$ cat src/rtl/mux2_arbiter_64bit.sv
// Two-source round-robin burst arbiter feeding one registered 64-bit output stage.
// A grant lasts until the source's last beat or MAX_BURST beats, whichever comes first.
module mux2_arbiter_64bit #(
  parameter int MAX_BURST = 16
) (
  input  logic        clk,
  input  logic        rst,
  input  logic [63:0] in0_data,
  input  logic        in0_valid,
  input  logic        in0_last,
  output logic        in0_ready,
  input  logic [63:0] in1_data,
  input  logic        in1_valid,
  input  logic        in1_last,
  output logic        in1_ready,
  output logic [63:0] out_data,
  output logic        out_valid,
  output logic        out_last,
  input  logic        out_ready,
  output logic        sel
);

  localparam int CW = $clog2(MAX_BURST + 1);
  // Counter value seen while the MAX_BURST-th beat of a grant is transferring.
  localparam logic [CW-1:0] LAST_IDX = CW'(MAX_BURST - 1);

  typedef enum logic [1:0] {
    IDLE,
    LOCK0,
    LOCK1
  } state_t;

  state_t        state;
  logic          rr;
  logic [CW-1:0] beat_cnt;

  logic          out_free;
  logic          xfer0;
  logic          xfer1;
  logic          xfer;
  logic [63:0]   xfer_data;
  logic          xfer_last;
  logic          burst_end;

  // The output register can take a beat when empty or draining this edge.
  assign out_free  = !out_valid || out_ready;
  assign in0_ready = (state == LOCK0) && out_free;
  assign in1_ready = (state == LOCK1) && out_free;

  assign xfer0     = in0_valid && in0_ready;
  assign xfer1     = in1_valid && in1_ready;
  assign xfer      = xfer0 || xfer1;
  assign xfer_data = xfer1 ? in1_data : in0_data;
  assign xfer_last = xfer1 ? in1_last : in0_last;
  assign burst_end = xfer_last || (beat_cnt == LAST_IDX);

  // NOTE: every register here uses non-blocking assignment so all state updates
  // see pre-edge values; blocking here would create order-dependent races.
  always_ff @(posedge clk or posedge rst) begin
    if (rst) begin
      // NOTE: the 64-bit data register is reset too, since out_data must read 0
      // straight out of reset rather than whatever it held before.
      state     <= IDLE;
      rr        <= 1'b1;
      beat_cnt  <= '0;
      sel       <= 1'b0;
      out_valid <= 1'b0;
      out_data  <= '0;
      out_last  <= 1'b0;
    end else begin
      if (xfer) begin
        out_data  <= xfer_data;
        out_last  <= xfer_last;
        out_valid <= 1'b1;
      end else if (out_ready) begin
        out_valid <= 1'b0;
      end

      case (state)
        IDLE: begin
          beat_cnt <= '0;
          // On a tie, rr == 1 means in1 went last, so in0 wins.
          if (in0_valid && (!in1_valid || rr)) begin
            state <= LOCK0;
            sel   <= 1'b0;
          end else if (in1_valid) begin
            state <= LOCK1;
            sel   <= 1'b1;
          end
        end
        LOCK0, LOCK1: begin
          if (xfer) begin
            if (burst_end) begin
              state    <= IDLE;
              rr       <= (state == LOCK1);
              sel      <= 1'b0;
              beat_cnt <= '0;
            end else begin
              beat_cnt <= beat_cnt + CW'(1);
            end
          end
        end
        default: begin
          state <= IDLE;
          sel   <= 1'b0;
        end
      endcase
    end
  end

endmodule

$ cat config.mk
export PLATFORM = sky130hd
export DESIGN_NAME = mux2_arbiter_64bit
export DESIGN_NICKNAME = d
export VERILOG_FILES = /design/src/rtl/mux2_arbiter_64bit.sv
export SDC_FILE = /design/constraint.sdc
export NUM_CORES = 1
export LEC_CHECK = 0
export BUFFER_PORTS_ARGS = -buffer_cell sky130_fd_sc_hd__buf_2
export CORE_UTILIZATION = 50
export CTS_BUF_LIST = sky130_fd_sc_hd__clkbuf_8
export DETAILED_ROUTE_END_ITERATION = 6
export GPL_TIMING_DRIVEN = 1
export PLACE_DENSITY = 0.95
export SLEW_MARGIN = 15
export SYNTH_ARGS = -nofsm -noshare
export SYNTH_HDL_FRONTEND = slang
export SYNTH_SLANG_ARGS = --single-unit
$ cat constraint.sdc
create_clock -name clk -period 3.8 [get_ports clk]
set_clock_uncertainty 0.2 [all_clocks]
set_input_delay 0.76 -clock clk [delete_from_list [all_inputs] [get_ports clk]]
set_output_delay 0.76 -clock clk [all_outputs]
set_load 0.05 [all_outputs]
Word-level counts from Yosys, hierarchy flattened
Cells that the tools add are included.
{ "op_classes": {"n_addsub": 1, "mul": 0, "div_mod_pow": 0, "magnitude_cmp": 0, "n_eq_ne": 6, "n_shift": 0, "n_mux": 17, "bitwise": 0, "reduce_logical": 18} }
{ "op_table": {"columns": ["op", "count"], "rows": [
  ["two-way mux 64 bit", 1],
  ["two-way mux 5 bit", 2],
  ["one-hot mux 5 bit (2 select lines)", 1],
  ["two-way mux 2 bit", 4],
  ["two-way mux 1 bit", 7],
  ["AND reduction 3 bit", 2],
  ["adder 5 x 1 -> 5 bit (second input constant)", 1],
  ["== test 5 x 4 -> 1 bit (second input constant)", 1],
  ["logical AND 1 bit", 5],
  ["logical OR 1 bit", 4],
  ["!= test 2 bit (second input constant)", 2],
  ["one-hot mux 2 bit (2 select lines)", 1],
  ["nonzero test 2 bit", 2],
  ["!= test 3 bit (second input constant)", 1],
  ["== test 2 x 1 -> 1 bit (second input constant)", 1],
  ["== test 2 bit (second input constant)", 1],
  ["logical NOT 1 bit", 2],
  ["logical NOT 2 bit", 1],
  ["one-hot mux 1 bit (2 select lines)", 1],
  ["AND reduction 2 bit", 1],
  ["OR reduction 2 bit", 1]
]} }
{ "totals": {"regBits": 75, "latch_bits": 0, "mem_bits_rw": 0, "mem_bits_ro": 0, "input_bits": 135, "out_inout_bits": 69, "word_cells": 49, "mem_count": 0} }

Logic depth before layout (Yosys ltp)
{ "depth": {"ltp_word": 9, "depth_mapped": 9, "mapped_depth_nobuf": 6} }

Least setup slack after synthesis
OpenSTA, ideal clock, no wires.
{ "synth_timing": {"kind": "register to output", "startpoint": "reg sel (netlist name)", "endpoint": "out in1_ready", "arrival_ps": 1414, "required_ps": 2840, "slack_ps": 1426, "stages_incl_launch_ff": 3, "n_path_buf": 0, "cell_sequence": "dfrtp_1 > ha_1 > and2_1"} }
{ "synth_rtl": {"columns": ["element", "line", "source"], "rows": [
  ["to (decl)", "15", "output logic in1_ready,"]
]} }

Worst setup path in the final report
{ "layout_timing": {"startpoint": "reg state[0]", "endpoint": "out in1_ready"} }
{ "layout_between": {"elab_chain_cells": 2} }
{ "layout_rtl": {"columns": ["element", "line", "source"], "rows": [
  ["from (decl)", "33", "state_t state;"],
  ["from (signal assigned)", "63", "state <= IDLE;"],
  ["from (signal assigned)", "84", "state <= LOCK0;"],
  ["from (signal assigned)", "87", "state <= LOCK1;"],
  ["== test 2 bit", "48", "assign in1_ready = (state == LOCK1) && out_free;"],
  ["logical AND 1 bit", "48", null]
]} }
No other way between the ends.

==> metrics.md <==
| Metric | Value |
|---|---|
| Status | finished clean |
| Syn Nets | around 500 |
| Crit path cell chain | inv_1, ha_1, and2_1, buf_2 |
| Core ar. | about 7000 um^2 |
| Die Area | 7730 um^2 |
| Max cap viols | 0 |
| PwrDens | 941 nW/um^2 |
| Leakage | about 0.0025 uW |
| FF+latch area | 1850 um^2 |
| RePlAce Congestion | approximately 0.9 |
| Pre-antenna DRT Iters | 4 |
| Critical Path Max Stage Delay | 0.42 ns |
| Chip Width | around 88 um |
| Total grt overflow | 0 |
| Routed wire length | 9250 um |
| GRT busiest layer | met2 |
| Post-CTS setup repair buffer count | 0 |
| CTS Sinks | 74 |
| Area of the multi-input gates | 1640 um^2 |
| CP max stage cell | dfrtp_1 |
| Ys Warns | 0 |
| Cts hold-fix bufs | 0 |
| Area grow syn2layout | 34.5% |
| Final worst slack | 1.32 ns |
| Fin crit period | 2.48 ns |
| Initial DRC count | 123 |
| Num CTS Buffers | 9 |
| Nets | roughly 700 |
| CTS resizes | 0 |
| Die height | ~88 um |
| Relative slew slack | 50.0% |
| Initial antenna violation count | 0 |
| Critical path capture point type | primary output |
| Post-synth EDFFs | 0 |
| Final period utilization | around 65% |
| Worst setup SP type | flip-flop |
| Area contributors post-synth | dfrtp_1 (50%), mux2i_1 (17%), o21ai_1 (8.8%), nand2_1 (7.2%), buf_4 (2.6%) |
| Yosys top cell area share | 49.5% |
| Fill cells | 520 |
| Min-delay worst type | flip-flop to flip-flop |
| Flop and latch count out of synthesis | 74 |
| Port bufs | slightly above 200 |
| Unrepaired setup endpoints after global routing | false |
| Final setup violation count | 0 |
| Setup TNS | 0 ns |
| Vias | roughly 3400 |
| Crit Path Category | flip-flop to primary output |
| Worst Max-Slew Pin Slew | 0.749 ns |
| Worst path arrival time | between 1.5 and 2 ns |
| Crit path max-delay family | flip-flops |
| Met2 Usage GRT | 45.1% |
| CTS tree | yes |
| Root Driver | clkbuf_8 |
| Hold Path Cell Cnt | 2 |
| Sequential share of the synthesized area | 50.2% |
| Top FF cell, synth | dfrtp_1 |
| Levels on crit path | 4 |
| Largest net degree at the start of global routing | 61 |
| Ratio of cells with drive above 1 in the final layout | 41.0% |
| Met3 Use GR | around 5.4% |
| Post-synth top area cell | dfrtp_1 |
| # rows | 30 |
| First-pass GRT wire length | 14200 um |
| Max Freq | 403 MHz |
| HPWL after DPL | 7070 um |
| Commonest non-fill, non-tap cell in the layout | buf_2 |
| Post-route ant nets | 0 |
| Yosys cell types | 37 |
| Place WS | roughly 1.2 ns |
| Post-Syn Area | roughly 3700 um^2 |
| Vias in the first global route | 3302 |
| Most frequent cells in the layout | buf_2 (203), dfrtp_1 (73), nand2_1 (71) |
| WP data required | between 2 and 3 ns |
| Buf+Inv Stages, Crit Path | 2 |
| Final Max Tran Viols | 0 |
| Reg2Reg Depth | 7 |
| DRC viols | 0 |
| Post-synth ARST share | 100% |
| WL/cell | 14.0 um |
| Clock latency on the worst-skew pair | 0.32 ns |
| Ant. Diodes | 0 |
| H-tree levels | 3 |
| Hold Fails Final Rpt | 0 |
| Tot GR Track Use | 23.6% |
| Via density per instance | around 5.1 |
| GRT met1 Usage | 25.6% |
| Initial Util | 53.1% |
| Ports | 204 |
| Critical path peak fanout | 6 |
| Clk buf depth | 2 |
| Syn Area/Cell | 10.2 um^2 |
| Gate Count Post-Synth | 362 |
| Max VDD drop | 535 uV |
| Worst-path clk slew | 0.07 ns |
-- kinds of logic (layout without fill, tap and decap cells) --
family	Yosys count	count (layout)	synth area share, %
and+or+nand+nor	100	100	11.9
AOI/OAI and AO/OA	87	87	13.3
DFF	74	74	50.2
muxes	65	65	17.7
buffers and inverters	31	233	5.29
adders and majority gates	5	5	1.70
-- stage by stage --
step                      total power [uW]  hold slack [ns]  utilization, %  instance area, um^2  std cells
after global placement                3910            0.263            68.2                 4730        644
after detailed placement              4010            0.270            68.2                 4730        644
after floorplan                       3410            0.282               -                 3690        362
after global routing                  4940            0.308            71.5                 4960        660
final                                 4670            0.280            71.5                 4960        660
after CTS                             4700            0.287            71.5                 4960        660
-- report_power, final --
| part | switching [uW] | internal (uW) | leakage [uW] |
|---|---|---|---|
| Combinational | 1980 | 672 | 0.00147 |
| Clock | 275 | 404 | 0.000121 |
| Sequential | 191 | 1150 | 0.000926 |
-- final timing paths --
path / startpoint / endpoint / slack [ns]
max: state[0] / in1_ready / 1.32
max in group asynchronous: rst / out_data[37] / 2.36
min in group asynchronous: rst / out_data[5] / 0.36
min reg2reg: out_data[39] / out_data[39] / 0.28
min: out_data[39] / out_data[39] / 0.28
max reg2reg: state[0] / out_data[7] / 1.38
-- routing by layer --
layer	wire [um]	share of wire, %
met4	93	1.0
met3	675	7.3
met5	0	0
met2	4930	53
met1	3550	38
-- cell usage after synthesis (2+ instances only) --
| master | n |
|---|---|
| a211oi_1 | 2 |
| a31oi_1 | 2 |
| and2_1 | 3 |
| and3_1 | 2 |
| buf_4 | 13 |
| buf_6 | 4 |
| clkbuf_1 | 6 |
| dfrtp_1 | 73 |
| ha_1 | 5 |
| inv_1 | 8 |
| mux2i_1 | 64 |
| nand2_1 | 71 |
| nand2b_1 | 2 |
| nand3_1 | 6 |
| nand3b_1 | 2 |
| nor2_1 | 3 |
| nor2b_1 | 2 |
| nor3_1 | 2 |
| nor4_1 | 2 |
| o211ai_1 | 7 |
| o21ai_0 | 2 |
| o21ai_1 | 65 |
| o2bb2ai_1 | 2 |
-- state kept, by name, indices dropped and copies added (netlist names) --
register	count
out_data	64
out_last	1
beat_cnt	5
out_valid	1
sel	1
rr	1
state	1
-- worst register-to-register path, cell delays in order (launching register included) --
cell and delay [ns]:
dfrtp_1 0.40, inv_1 0.08, ha_1 0.26, a22oi_2 0.34
or2_4 0.53, buf_4 0.36, nand2_1 0.08, o21ai_1 0.09
-- final cells by class --
cell class / instances / area share, %
repair buffers: 209 / 21.9
multi-input cells: 257 / 33.1
clock buffers: 11 / 3.05
flip-flops and latches: 74 / 37.3
clock inverters: 5 / 1.56
well taps: 96 / 2.42
inverters: 8 / 0.605
Note: power is estimated with default switching activity, not from simulation.
